**src/rtl/serial_rx_pkg.sv**
```systemverilog
// ============================================================================
// Module   : serial_rx_pkg
// Brief    : Shared FSM state encoding and default sizes for serial_word_rx.
// Revision : 1.0 - initial release
// ============================================================================
`default_nettype none

package serial_rx_pkg;

   typedef enum logic [1:0] {
      RX_IDLE  = 2'd0,
      RX_SHIFT = 2'd1,
      RX_PAR   = 2'd2,
      RX_PUSH  = 2'd3
   } rx_state_e;

   localparam int RX_WIDTH_DEF = 4;
   localparam int RX_DEPTH_DEF = 4;

endpackage

`default_nettype wire

```
**src/rtl/rx_word_fifo.sv**
```systemverilog
// ============================================================================
// Module   : rx_word_fifo
// Brief    : Synchronous FIFO, pointers one bit wider than the address.
// Revision : 1.0 - initial release
// ============================================================================
`default_nettype none

module rx_word_fifo #(
   parameter int WIDTH = 4,
   parameter int DEPTH = 4
) (
   input  logic             clk,
   input  logic             rst_n,
   input  logic             i_wr_en,
   input  logic [WIDTH-1:0] i_wr_data,
   output logic             o_full,
   input  logic             i_rd_en,
   output logic [WIDTH-1:0] o_rd_data,
   output logic             o_empty
);

   localparam int AW = $clog2(DEPTH);

   logic [WIDTH-1:0] r_mem [DEPTH];
   logic [AW:0]      r_wr_ptr;
   logic [AW:0]      r_rd_ptr;
   logic             w_full;
   logic             w_empty;
   logic             w_wr;
   logic             w_rd;

   assign w_empty = (r_wr_ptr == r_rd_ptr);
   assign w_full  = (r_wr_ptr[AW] != r_rd_ptr[AW]) &&
                    (r_wr_ptr[AW-1:0] == r_rd_ptr[AW-1:0]);

   // A write into a full FIFO is still taken when a read frees a slot on the same edge.
   assign w_rd = i_rd_en && !w_empty;
   assign w_wr = i_wr_en && (!w_full || w_rd);

   always_ff @(posedge clk) begin
      if (!rst_n) begin
         r_wr_ptr <= '0;
         r_rd_ptr <= '0;
      end else begin
         if (w_wr) r_wr_ptr <= r_wr_ptr + 1'b1;
         if (w_rd) r_rd_ptr <= r_rd_ptr + 1'b1;
      end
   end

   always_ff @(posedge clk) begin
      if (w_wr) r_mem[r_wr_ptr[AW-1:0]] <= i_wr_data;
   end

   assign o_full    = w_full;
   assign o_empty   = w_empty;
   assign o_rd_data = w_empty ? '0 : r_mem[r_rd_ptr[AW-1:0]];

endmodule

`default_nettype wire

```
**src/rtl/serial_word_rx.sv**
```systemverilog
// ============================================================================
// Module   : serial_word_rx
// Brief    : Serial MSB-first frame receiver with output FIFO and valid/ready.
//            Optional even-parity check enabled by macro RX_PARITY_EN.
// Revision : 1.0 - initial release
// ============================================================================
`default_nettype none

module serial_word_rx
   import serial_rx_pkg::*;
#(
   parameter int WIDTH = RX_WIDTH_DEF,
   parameter int DEPTH = RX_DEPTH_DEF
) (
   input  logic             clk,
   input  logic             rst_n,
   input  logic             D,
   input  logic             CS,
   input  logic             sof,
   output logic [WIDTH-1:0] word_out,
   output logic             word_valid,
   input  logic             word_ready,
   output logic             busy,
   output logic             overflow,
   output logic             parity_err
);

   localparam int CW = $clog2(WIDTH + 1);

   localparam logic [1:0] S_IDLE  = RX_IDLE;
   localparam logic [1:0] S_SHIFT = RX_SHIFT;
   localparam logic [1:0] S_PUSH  = RX_PUSH;
`ifdef RX_PARITY_EN
   localparam logic [1:0] S_PAR   = RX_PAR;
   localparam logic [1:0] S_DONE  = S_PAR;
`else
   localparam logic [1:0] S_DONE  = S_PUSH;
`endif

   logic [1:0]       r_state;
   logic [WIDTH-1:0] r_shreg;
   logic [CW-1:0]    r_bitcnt;
   logic             r_ovf;
   logic             r_par_err;

   logic [WIDTH-1:0] w_shift;
   logic [CW-1:0]    w_cnt_inc;
   logic             w_push;
   logic             w_pop;
   logic             w_full;
   logic             w_empty;
   logic             w_start;

   assign w_shift   = (r_shreg << 1) | WIDTH'(D);
   assign w_cnt_inc = r_bitcnt + CW'(1);
   assign w_push    = (r_state == S_PUSH);
   assign w_pop     = !w_empty && word_ready;
   // sof restarts a frame from any state except the fixed PUSH cycle
   assign w_start   = CS && sof && (r_state != S_PUSH);

   always_ff @(posedge clk) begin
      if (!rst_n) begin
         r_state   <= S_IDLE;
         r_shreg   <= '0;
         r_bitcnt  <= '0;
         r_ovf     <= 1'b0;
         r_par_err <= 1'b0;
      end else begin
         r_par_err <= 1'b0;
         r_ovf     <= r_ovf | (w_push & w_full & ~w_pop);
         if (w_start) begin
            r_shreg  <= WIDTH'(D);
            r_bitcnt <= CW'(1);
            r_state  <= (WIDTH == 1) ? S_DONE : S_SHIFT;
         end else begin
            case (r_state)
               S_IDLE: ;
               S_SHIFT: begin
                  if (CS) begin
                     r_shreg  <= w_shift;
                     r_bitcnt <= w_cnt_inc;
                     if (w_cnt_inc == CW'(WIDTH)) r_state <= S_DONE;
                  end
               end
`ifdef RX_PARITY_EN
               S_PAR: begin
                  if (CS) begin
                     if (^{r_shreg, D}) begin
                        r_par_err <= 1'b1;
                        r_bitcnt  <= '0;
                        r_state   <= S_IDLE;
                     end else begin
                        r_state   <= S_PUSH;
                     end
                  end
               end
`endif
               S_PUSH: begin
                  r_bitcnt <= '0;
                  r_state  <= S_IDLE;
               end
               default: r_state <= S_IDLE;
            endcase
         end
      end
   end

   rx_word_fifo #(
      .WIDTH (WIDTH),
      .DEPTH (DEPTH)
   ) u_fifo (
      .clk       (clk),
      .rst_n     (rst_n),
      .i_wr_en   (w_push),
      .i_wr_data (r_shreg),
      .o_full    (w_full),
      .i_rd_en   (word_ready),
      .o_rd_data (word_out),
      .o_empty   (w_empty)
   );

   assign word_valid = !w_empty;
   assign busy       = (r_state != S_IDLE);
   assign overflow   = r_ovf;
   assign parity_err = r_par_err;

endmodule

`default_nettype wire

```
**config.mk**
```make
export PLATFORM = sky130hd
export DESIGN_NAME = serial_word_rx
export DESIGN_NICKNAME = d
export VERILOG_FILES = /design/src/rtl/serial_rx_pkg.sv /design/src/rtl/rx_word_fifo.sv /design/src/rtl/serial_word_rx.sv
export SDC_FILE = /design/constraint.sdc
export NUM_CORES = 1
export LEC_CHECK = 0
export CORE_MARGIN = 3
export CORE_UTILIZATION = 25
export DETAILED_ROUTE_END_ITERATION = 10
export MAX_ROUTING_LAYER = met4
export PLACE_DENSITY = 0.5
export SLEW_MARGIN = 5
export SYNTH_ARGS = -nofsm -noshare
export SYNTH_HDL_FRONTEND = slang
export SYNTH_SLANG_ARGS = --single-unit
```
**constraint.sdc**
```tcl
create_clock -name clk -period 1.4 [get_ports clk]
set_input_delay 0.42 -clock clk [delete_from_list [all_inputs] [get_ports clk]]
set_output_delay 0.42 -clock clk [all_outputs]
set_load 0.005 [all_outputs]
```
==> out/qor.csv, run 1 <==
metric;value;unit
outcome;complete, but fails checks;
failing checks;negative setup slack;
most frequent cells in the layout;buf_4 (26), edfxtp_1 (16), nand2_1 (11), dfxtp_1 (9);
compound-cell area share of the yosys netlist;8.33;%
multiplexer area fraction after synthesis;7.41;%
Pleak;0.840;nW
register share of total power;56.8;%
Switching Power;0.408;mW
Inst Count DP;226;
Seq/Total Area, Yosys;56.0;%
crit path setup slack, layout;-488;ps
# DRC;0;
number of antenna diodes;0;
CTS Buf Count;5;
Final Hold Viols;0;
required time of the worst setup path;980;ps
Max Cap Viol;0;
hold_ws;495;ps
R2R Path End;u_fifo.r_mem[3][3]$_DFFE_PP_;
filler cell count in the final layout;564;
share of cells above drive strength 1;45.6;%
1st-iter DRT viols;80;
Final GP Congestion;0.784;
switch share;22.3;%
DP HPWL;2210;µm
post-synthesis instance total;125;
FF-to-FF setup slack;-260;ps
CTS sink cnt;34;
Post-Synth XOR/XNOR Area;4.66;%
GRT Total Usage;9.78;%
worst skew pair latency;290;ps
Overall Power;1.83;mW
Initial Util;26.5;%
Area contributors post-synth;edfxtp_1 (32%), dfxtp_1 (24%), mux4_2 (6.0%), ha_1 (5.8%), and2_1 (3.3%);
Worst Setup EP;word_out[0];
Yosys warning count;0;
first-pass GRT wire length;5130;µm
CORE AREA;5680;µm²
Nets;183;
IO Pins;14;
pre-CTS WS;-525;ps
area grow syn2layout;41.9;%
post-synthesis simple-gate area fraction;15.2;%
Mean Syn Cell Area;12.0;µm²
fin cells;243;
CTS tree;yes;
PD cells;860;nW/µm²
largest fanout on the critical path;3;
main combinational cell family by area after synthesis;simple AND/OR/NAND/NOR gates;
Final Skew;8.47;ps
worst endpoint data arrival time;1470;ps
Setup crit start kind;flip-flop;
Synth Cell Area;1500;µm²
via count;1050;
Yosys top cell area share;32.0;%
maximum clock path buffer count;2;
Avg WL per Cell;13.0;µm
port bufs;12;
Synth Register Bits;34;
minimum clock period after layout;1890;ps
initial antenna violation count;0;
clock slew at reported path FFs;70;ps
largest net degree at the start of global routing;12;
Comb power frac;5.2;%
Synth cell types;31;
detailed-routing iteration count for the pre-antenna-repair pass;4;
vias per cell;4.32;
DRT antenna net count;0;
Reg2Reg Depth;4;
Congestion Overflow GR;0;
H-tree levels;2;
Internal;1.43;mW
number of global-route vias before repair;1071;
# setup viols final;25;
Yosys top cell by area;edfxtp_1;
Die Y;83.5;µm
Max VDD drop;0.000426;V
hold_buf cts;0;
RSZ-0062 raised after global routing;true;
commonest non-fill, non-tap cell in the layout;buf_4;
Clk network pwr share;38.0;%
Fmax;0.530;GHz
area share of fa/ha/maj cells after synthesis;5.83;%
die area;6980;µm²
Clock Tree Root;clkbuf_8;
Setup CP Type;reg -> out;
worst hold path class;reg -> reg;
syn nets;138;
FP Rows;27;
Die X;83.5;µm
RR Startpoint;u_fifo.r_rd_ptr[1]$_SDFFE_PN0N_;
ratio of final minimum period to clock period;135;%
endpoint type of the worst setup path;primary output;
final count of pins violating max slew;0;
DRT Wirelength;3160;µm
cell type report:
cell class                      count  area, µm²  area share (%)
Clock buffer                        5       68.8            3.23
Tap cell                           72       90.1            4.23
Timing Repair Buffer               42        335            15.7
Multi-Input combinational cell     83        747            35.0
Sequential cell                    34        860            40.3
Clock inverter                      3       16.3           0.763
Inverter                            4       15.0           0.704
metal layers:
metal | part of all wire [%] | vias to the layer above | track usage (%)
li1 | - | 528 | -
met1 | 46 | 494 | 11.9
met2 | 48 | 19 | 14.9
met3 | 2.9 | 9 | 2.17
met4 | 2.7 | 0 | 5.70
met5 | 0 | - | -
critical path, cell delays in order (launching register included):
cell and delay [ps]:
dfxtp_4 360, buf_6 100, mux4_2 480, nor2b_4 130, buf_2 120
synth_stat cells:
library cell,instances
edfxtp_1,16
conb_1,1
o21ai_2,1
or2_2,1
xnor2_1,4
nor2b_1,8
and2_4,1
a31o_2,1
nor4_1,1
nand2_1,11
mux2i_1,1
inv_1,4
o21ai_0,5
o21a_1,2
dfxtp_1,18
clkbuf_1,2
mux4_2,4
ha_1,7
buf_2,1
a21oi_1,6
nor2_1,2
nand3_1,8
mux2_2,1
o311ai_0,1
nand4b_1,1
nor3_1,2
o41a_4,1
xor2_1,4
and2_1,8
buf_4,1
o31ai_1,1
power by group through the flow:
stage          Sequential (mW)  Clock (mW)  Combinational [mW]
6_report                  1.04       0.698              0.0949
5_1_grt                   1.04       0.766               0.103
4_1_cts                   1.05       0.721              0.0912
3_5_place_dp              1.07           0              0.0894
3_3_place_gp              1.07           0              0.0879
2_1_floorplan             1.07           0              0.0369
through the flow:
step                setup TNS [ps]  utilization (%)  cell area (µm²)
global route                 -8030             37.6             2130
floorplan                     -818                -             1520
finish                       -6610             37.6             2130
CTS                          -6370             36.3             2060
detailed placement          -13500             32.9             1870
global placement            -13560             32.9             1870
cells by family (layout without fill, tap and decap cells):
group / Yosys count / count (layout)
flip-flops: 34 / 34
multiplexers: 6 / 6
other: 1 / 1
XOR/XNOR: 8 / 8
adder cells (fa/ha/maj): 7 / 7
AO/OA/AOI/OAI: 18 / 18
buffers and inverters: 8 / 54
AND/OR/NAND/NOR: 43 / 43
state kept, by name, summed over array words and instances (netlist names), named ones only:
| name | count |
|---|---|
| r_bitcnt | 3 |
| u_fifo.r_mem | 16 |
| r_state | 2 |
| overflow | 1 |
| r_shreg | 4 |
| u_fifo.r_rd_ptr | 3 |
| u_fifo.r_wr_ptr | 3 |
timing repair:
item	CTS	global route
endpoints found under the setup margin	31	34
resized for setup	46	11
pin swaps	14	11
buffers inserted	8	3
worst min path at each step:
stage                                              end                     start  depth (start not counted)  slack, ps
after global routing          r_bitcnt[1]$_SDFFE_PP0P_  r_bitcnt[1]$_SDFFE_PP0P_                          2        550
after CTS                     r_bitcnt[1]$_SDFFE_PP0P_  r_bitcnt[1]$_SDFFE_PP0P_                          2        490
after detailed placement      r_bitcnt[1]$_SDFFE_PP0P_  r_bitcnt[1]$_SDFFE_PP0P_                          2        480
after floorplan           u_fifo.r_mem[0][3]$_DFFE_PP_   r_shreg[3]$_SDFFE_PP0P_                          0        460
after global placement             overflow$_SDFF_PN0_       overflow$_SDFF_PN0_                          2        480
final                         r_bitcnt[1]$_SDFFE_PP0P_  r_bitcnt[1]$_SDFFE_PP0P_                          2        500
No activity file was read; power rests on OpenSTA's default activity.
==> run 2: changes to the inputs <==
PLACE_DENSITY = default   (was 0.5)
==> out/qor.csv, run 2 (synthesis gave the netlist of run 1 again) <==
metric;value;unit;change
worst hold path class;reg -> reg;;
CTS sink cnt;34;;unchanged
endpoint type of the worst setup path;primary output;;
share of cells above drive strength 1;45.6;%;-0.052 points
Die Y;83.5;µm;unchanged
Max VDD drop;0.000432;V;+1.5%
CP Cell Sequence;buf_6 > mux4_2 > nor2b_4 > buf_2;;
vias per cell;4.20;;-2.9%
detailed-routing iteration count for the pre-antenna-repair pass;4;;unchanged
maximum clock path buffer count;2;;unchanged
number of global-route vias before repair;986;;-7.9%
Initial Util;26.5;%;unchanged
Clock Tree Root;clkbuf_8;;
Pleak;0.827;nW;-1.6%
Final GP Congestion;0.778;;-0.71%
final instance area;2100;µm²;-1.3%
worst skew pair latency;280;ps;about the same
initial antenna violation count;0;;unchanged
IO Pins;14;;unchanged
CORE AREA;5680;µm²;unchanged
port bufs;12;;unchanged
Area after DPL;1880;µm²;+0.40%
outcome;complete, but fails checks;;
DP HPWL;2040;µm;-7.3%
Congestion Overflow GR;0;;unchanged
DRT Wirelength;2770;µm;-12%
Final Skew;6.69;ps;-1.79 ps
minimum clock period after layout;1900;ps;+13.8 ps
final core utilization;37.1;%;-0.51 points
Avg WL per Cell;11.5;µm;-11%
Die X;83.5;µm;unchanged
worst endpoint data arrival time;1480;ps;about the same
largest net degree at the start of global routing;12;;unchanged
hold_ws;494;ps;-1.69 ps
number of antenna diodes;0;;unchanged
area grow syn2layout;40.0;%;
H-tree levels;2;;unchanged
Final Hold Viols;0;;unchanged
FP Rows;27;;unchanged
CTS tree;yes;;
GRT Total Usage;8.67;%;-1.1 points
Setup crit start kind;flip-flop;;
Max Cap Viol;0;;unchanged
CTS Buf Count;5;;unchanged
RR Startpoint;u_fifo.r_rd_ptr[1]$_SDFFE_PN0N_;;
CP max stage delay;480;ps;about the same
die area;6980;µm²;unchanged
required time of the worst setup path;980;ps;about the same
# DRC;0;;unchanged
Inst Count DP;227;;+0.44%
failing checks;negative setup slack;;
via count;1011;;-3.7%
Nets;181;;-1.1%
ratio of final minimum period to clock period;136;%;+0.99 points
clock slew at reported path FFs;70;ps;about the same
max reg flops;16;;unchanged
# setup viols final;25;;unchanged
final count of pins violating max slew;0;;unchanged
DRT antenna net count;0;;unchanged
fin cells;241;;-0.82%
pre-CTS WS;-473;ps;+51.2 ps
critical path buffer and inverter count;2;;unchanged
Fmax;0.526;GHz;-0.73%
first-pass GRT wire length;4620;µm;-9.8%
PD cells;867;nW/µm²;+0.83%
filler cell count in the final layout;567;;+0.53%
largest fanout on the critical path;4;;+1
most frequent cells in the layout;buf_4 (21), edfxtp_1 (16), nand2_1 (11), dfxtp_1 (10), buf_6 (8);;
RSZ-0062 raised after global routing;true;;
1st-iter DRT viols;47;;-41%
CP delay by family, top;multiplexers;;
commonest non-fill, non-tap cell in the layout;buf_4;;
crit path setup slack, layout;-502;ps;-13.8 ps
slowest cell on the critical path;mux4_2;;
HP Start;overflow$_SDFF_PN0_;;
Setup CP Type;reg -> out;;
==> run 2: per-stage QoR <==
stage,setup TNS (ps),power [mW]
after floorplan,-818,1.11
after global placement,-12770,1.16
after detailed placement,-13140,1.16
after CTS,-5490,1.85
after global routing,-6470,1.91
final,-5340,1.82
==> run 2: metal layers <==
layer / vias up / track usage, % / part of all wire, %
met5: - / - / 0
met4: 0 / 4.39 / 1.9
met3: 5 / 2.67 / 3.3
met2: 12 / 12.8 / 48
met1: 474 / 10.7 / 47
li1: 520 / - / -
==> run 2: path summary, 6_finish.rpt <==
path / endpoint / slack [ps] / cells after the start
worst max register to register: u_fifo.r_wr_ptr[2]$_SDFFE_PN0P_ / -190 / 6
worst min register to register: overflow$_SDFF_PN0_ / 490 / 2
worst min-delay path: overflow$_SDFF_PN0_ / 490 / 2
worst max-delay path: word_out[2] / -500 / 4
==> run 2: final cells by class <==
cell class / instances / area [µm²] / area share [%]
multi-input combinational: 83 / 728 / 34.6
inverter: 4 / 15.0 / 0.714
timing repair buffer: 40 / 332 / 15.8
clock inverter: 3 / 16.3 / 0.773
clock buffer: 5 / 68.8 / 3.27
sequential: 34 / 853 / 40.6
tap: 72 / 90.1 / 4.28
==> run 2: power breakdown <==
group          total [mW]  internal (mW)  switching [mW]
logic              0.0927         0.0520          0.0407
clock network       0.687          0.340           0.347
registers            1.05           1.04         0.00720
==> run 2: worst reg2reg max path, stage by stage, from the launching register on <==
cell      delay [ps]
dfxtp_2          340
xor2_2           190
buf_6            130
o41a_4           500
buf_6            140
nand4b_1         100
o21ai_2           70
==> run 2: repair_timing <==
item / in CTS / in global routing
setup endpoints to repair: 31 / 29
resized for setup: 47 / 12
hold buffers: 0 / 0
pin swaps: 11 / 6
buffers inserted: 4 / 3
==> run 3: changes to the inputs <==
SKIP_CTS_REPAIR_TIMING = 1   (was default)
SYNTH_HIERARCHICAL = 1   (was default)
==> out/qor.csv, run 3 <==
metric;value;unit;change
# DRC;0;;unchanged
die area;7290;µm²;+4.6%
R2R Path End;u_fifo/r_mem[0][0]$_DFFE_PP_;;
syn nets;144;;+4.3%
Synth Cell Area;1580;µm²;+4.9%
DRT antenna net count;0;;unchanged
Final Skew;8.69;ps;+2.01 ps
RR Startpoint;u_fifo/r_rd_ptr[1]$_SDFFE_PN0P_;;
failing checks;negative setup slack;;
Setup CP Type;reg -> out;;
PD cells;865;nW/µm²;-0.31%
Seq/Total Area, Yosys;53.3;%;-2.6 points
endpoint type of the worst setup path;primary output;;
CTS sink cnt;34;;unchanged
Max VDD drop;0.000427;V;-1.3%
required time of the worst setup path;980;ps;about the same
Synth cell types;35;;+13%
Yosys warning count;6;;+6
Pleak;0.975;nW;+18%
Worst Setup EP;word_out[0];;
detailed-routing iteration count for the pre-antenna-repair pass;4;;unchanged
FF-to-FF setup slack;-170;ps;+20 ps
Fmax;0.512;GHz;-2.6%
CP most frequent cell;buf_6;;
CTS Buf Count;5;;unchanged
Synth Register Bits;34;;unchanged
filler cell count in the final layout;580;;+2.3%
Area contributors post-synth;edfxtp_1 (30%), dfxtp_1 (23%), mux2i_1 (6.3%), mux4_2 (5.7%), ha_1 (5.6%);;
ratio of final minimum period to clock period;139;%;+3.6 points
clock slew at reported path FFs;70;ps;about the same
first-pass GRT wire length;4920;µm;+6.4%
Max Cap Viol;0;;unchanged
Initial Util;26.2;%;-0.31 points
initial antenna violation count;0;;unchanged
worst hold path class;reg -> reg;;
Total Neg Setup Slack;-4220;ps;+1120 ps
DRT Wirelength;3170;µm;+14%
max reg flops;16;;unchanged
Yosys top cell area share;30.5;%;-1.5 points
1st-iter DRT viols;52;;+11%
slowest cell on the critical path;mux4_2;;
Die Y;85.4;µm;+2.3%
FP Rows;28;;+3.7%
crit path setup slack, layout;-552;ps;-50.4 ps
CORE AREA;6030;µm²;+6.2%
Post-synth EDFFs;16;;unchanged
number of global-route vias before repair;1068;;+8.3%
Reg2Reg Depth;4;;-2
via count;1100;;+8.8%
vias per cell;4.26;;+1.6%
outcome;complete, but fails checks;;
CP max stage delay;480;ps;about the same
Main synth FF type;dfxtp_1;;
largest net degree at the start of global routing;13;;+1
minimum clock period after layout;1950;ps;+50.4 ps
commonest non-fill, non-tap cell in the layout;buf_4;;
most frequent cells in the layout;buf_4 (23), edfxtp_1 (16), nand2_1 (12), buf_6 (12), mux2i_1 (10);;
Async S/R FF share, synth;0;%;unchanged
largest fanout on the critical path;3;;-1
count leader, synth;dfxtp_1;;
port bufs;12;;unchanged
Final GP Congestion;0.743;;-4.5%
GRT Total Usage;8.81;%;+0.14 points
Die X;85.4;µm;+2.3%
area grow syn2layout;49.5;%;
Setup crit start kind;flip-flop;;
final count of pins violating max slew;0;;unchanged
number of antenna diodes;0;;unchanged
DP HPWL;2160;µm;+5.7%
Yosys top cell by area;edfxtp_1;;
Clock Tree Root;clkbuf_8;;
worst endpoint data arrival time;1530;ps;+50 ps
Final Hold Viols;0;;unchanged
post-synthesis instance total;131;;+4.8%
hold_ws;515;ps;+21.1 ps
commonest cells in the netlist;dfxtp_1 (18), edfxtp_1 (16), nand2_1 (14);;
Nets;195;;+7.7%
Congestion Overflow GR;0;;unchanged
Mean Syn Cell Area;12.0;µm²;+0.11%
share of cells above drive strength 1;48.1;%;+2.5 points
CTS tree;yes;;
IO Pins;14;;unchanged
maximum clock path buffer count;2;;unchanged
# setup viols final;20;;-20%
CP Cell Sequence;buf_6 > buf_6 > mux4_2 > nor2b_4 > clkbuf_2;;
worst skew pair latency;280;ps;about the same
Avg WL per Cell;12.3;µm;+6.8%
H-tree levels;2;;unchanged
RSZ-0062 raised after global routing;true;;
[run 3: changes by cell type after synthesis, moves of 4 or more]
cell	delta
mux2i_1	+9
inv_1	+4
a21oi_1	-4
nand3_1	-6
and2_1	-5
[run 3: metal layers]
metal | wire [µm] | vias to the layer above | global-route usage, %
met5 | 0 | - | -
met4 | 37 | 0 | 3.88
met3 | 117 | 5 | 2.33
met2 | 1490 | 16 | 12.9
met1 | 1530 | 518 | 11.4
li1 | - | 561 | -
[run 3: power by group]
group | leakage, nW | total (mW) | internal, mW | switching, mW
Sequential | 0.300 | 1.04 | 1.03 | 0.00874
Combinational | 0.624 | 0.105 | 0.0570 | 0.0482
Clock | 0.0504 | 0.894 | 0.529 | 0.364
Total | 0.975 | 2.04 | 1.62 | 0.421
[run 3: logic make-up after synthesis]
family                     synth area share, %
buffers and inverters                     3.09
other                                    0.238
xor gates and xnor gates                  3.89
DFF                                       53.3
AOI/OAI and AO/OA                         7.86
muxes                                     12.1
and+or+nand+nor                           14.0
adders and majority gates                 5.56
[run 3: worst min-delay path by stage]
| stage | endpoint | from | cells after the start | slack (ps) |
|---|---|---|---|---|
| final | overflow$_SDFF_PN0_ | overflow$_SDFF_PN0_ | 2 | 510 |
| after global routing | r_bitcnt[1]$_SDFFE_PP0P_ | r_bitcnt[1]$_SDFFE_PP0P_ | 2 | 540 |
| after CTS | r_bitcnt[1]$_SDFFE_PP0P_ | r_bitcnt[1]$_SDFFE_PP0P_ | 2 | 520 |
| after detailed placement | r_bitcnt[1]$_SDFFE_PP0P_ | r_bitcnt[1]$_SDFFE_PP0P_ | 2 | 490 |
| after global placement | overflow$_SDFF_PN0_ | overflow$_SDFF_PN0_ | 2 | 480 |
| after floorplan | u_fifo/r_mem[0][3]$_DFFE_PP_ | r_shreg[3]$_SDFFE_PP0P_ | 0 | 460 |
[run 3: area by class of cell]
class,count,area [µm²],share of cell area (%)
sequential,34,866,36.7
multi-input combinational,86,848,36.0
timing repair buffer,47,405,17.2
tap,75,93.8,3.98
clock buffer,5,68.8,2.92
clock inverter,3,45.0,1.91
inverter,8,30.0,1.27
[run 3: worst max-delay path: cells and delay by family, from the launching register on]
| kind | cells | cell delay (ps) |
|---|---|---|
| buf+inv | 3 | 280 |
| flops | 1 | 360 |
| mux | 1 | 480 |
| simple gates | 1 | 130 |
[run 3: stage by stage]
stage | std cells | power (mW) | setup slack (ps) | util, % | cell area (µm²)
after CTS | 248 | 2.06 | -820 | 34.8 | 2100
after global routing | 258 | 2.11 | -609 | 39.1 | 2360
after detailed placement | 240 | 1.17 | -497 | 32.9 | 1980
final | 258 | 2.04 | -552 | 39.1 | 2360
after global placement | 240 | 1.17 | -514 | 32.9 | 1980
after floorplan | 131 | 1.11 | -0.198 | - | 1600
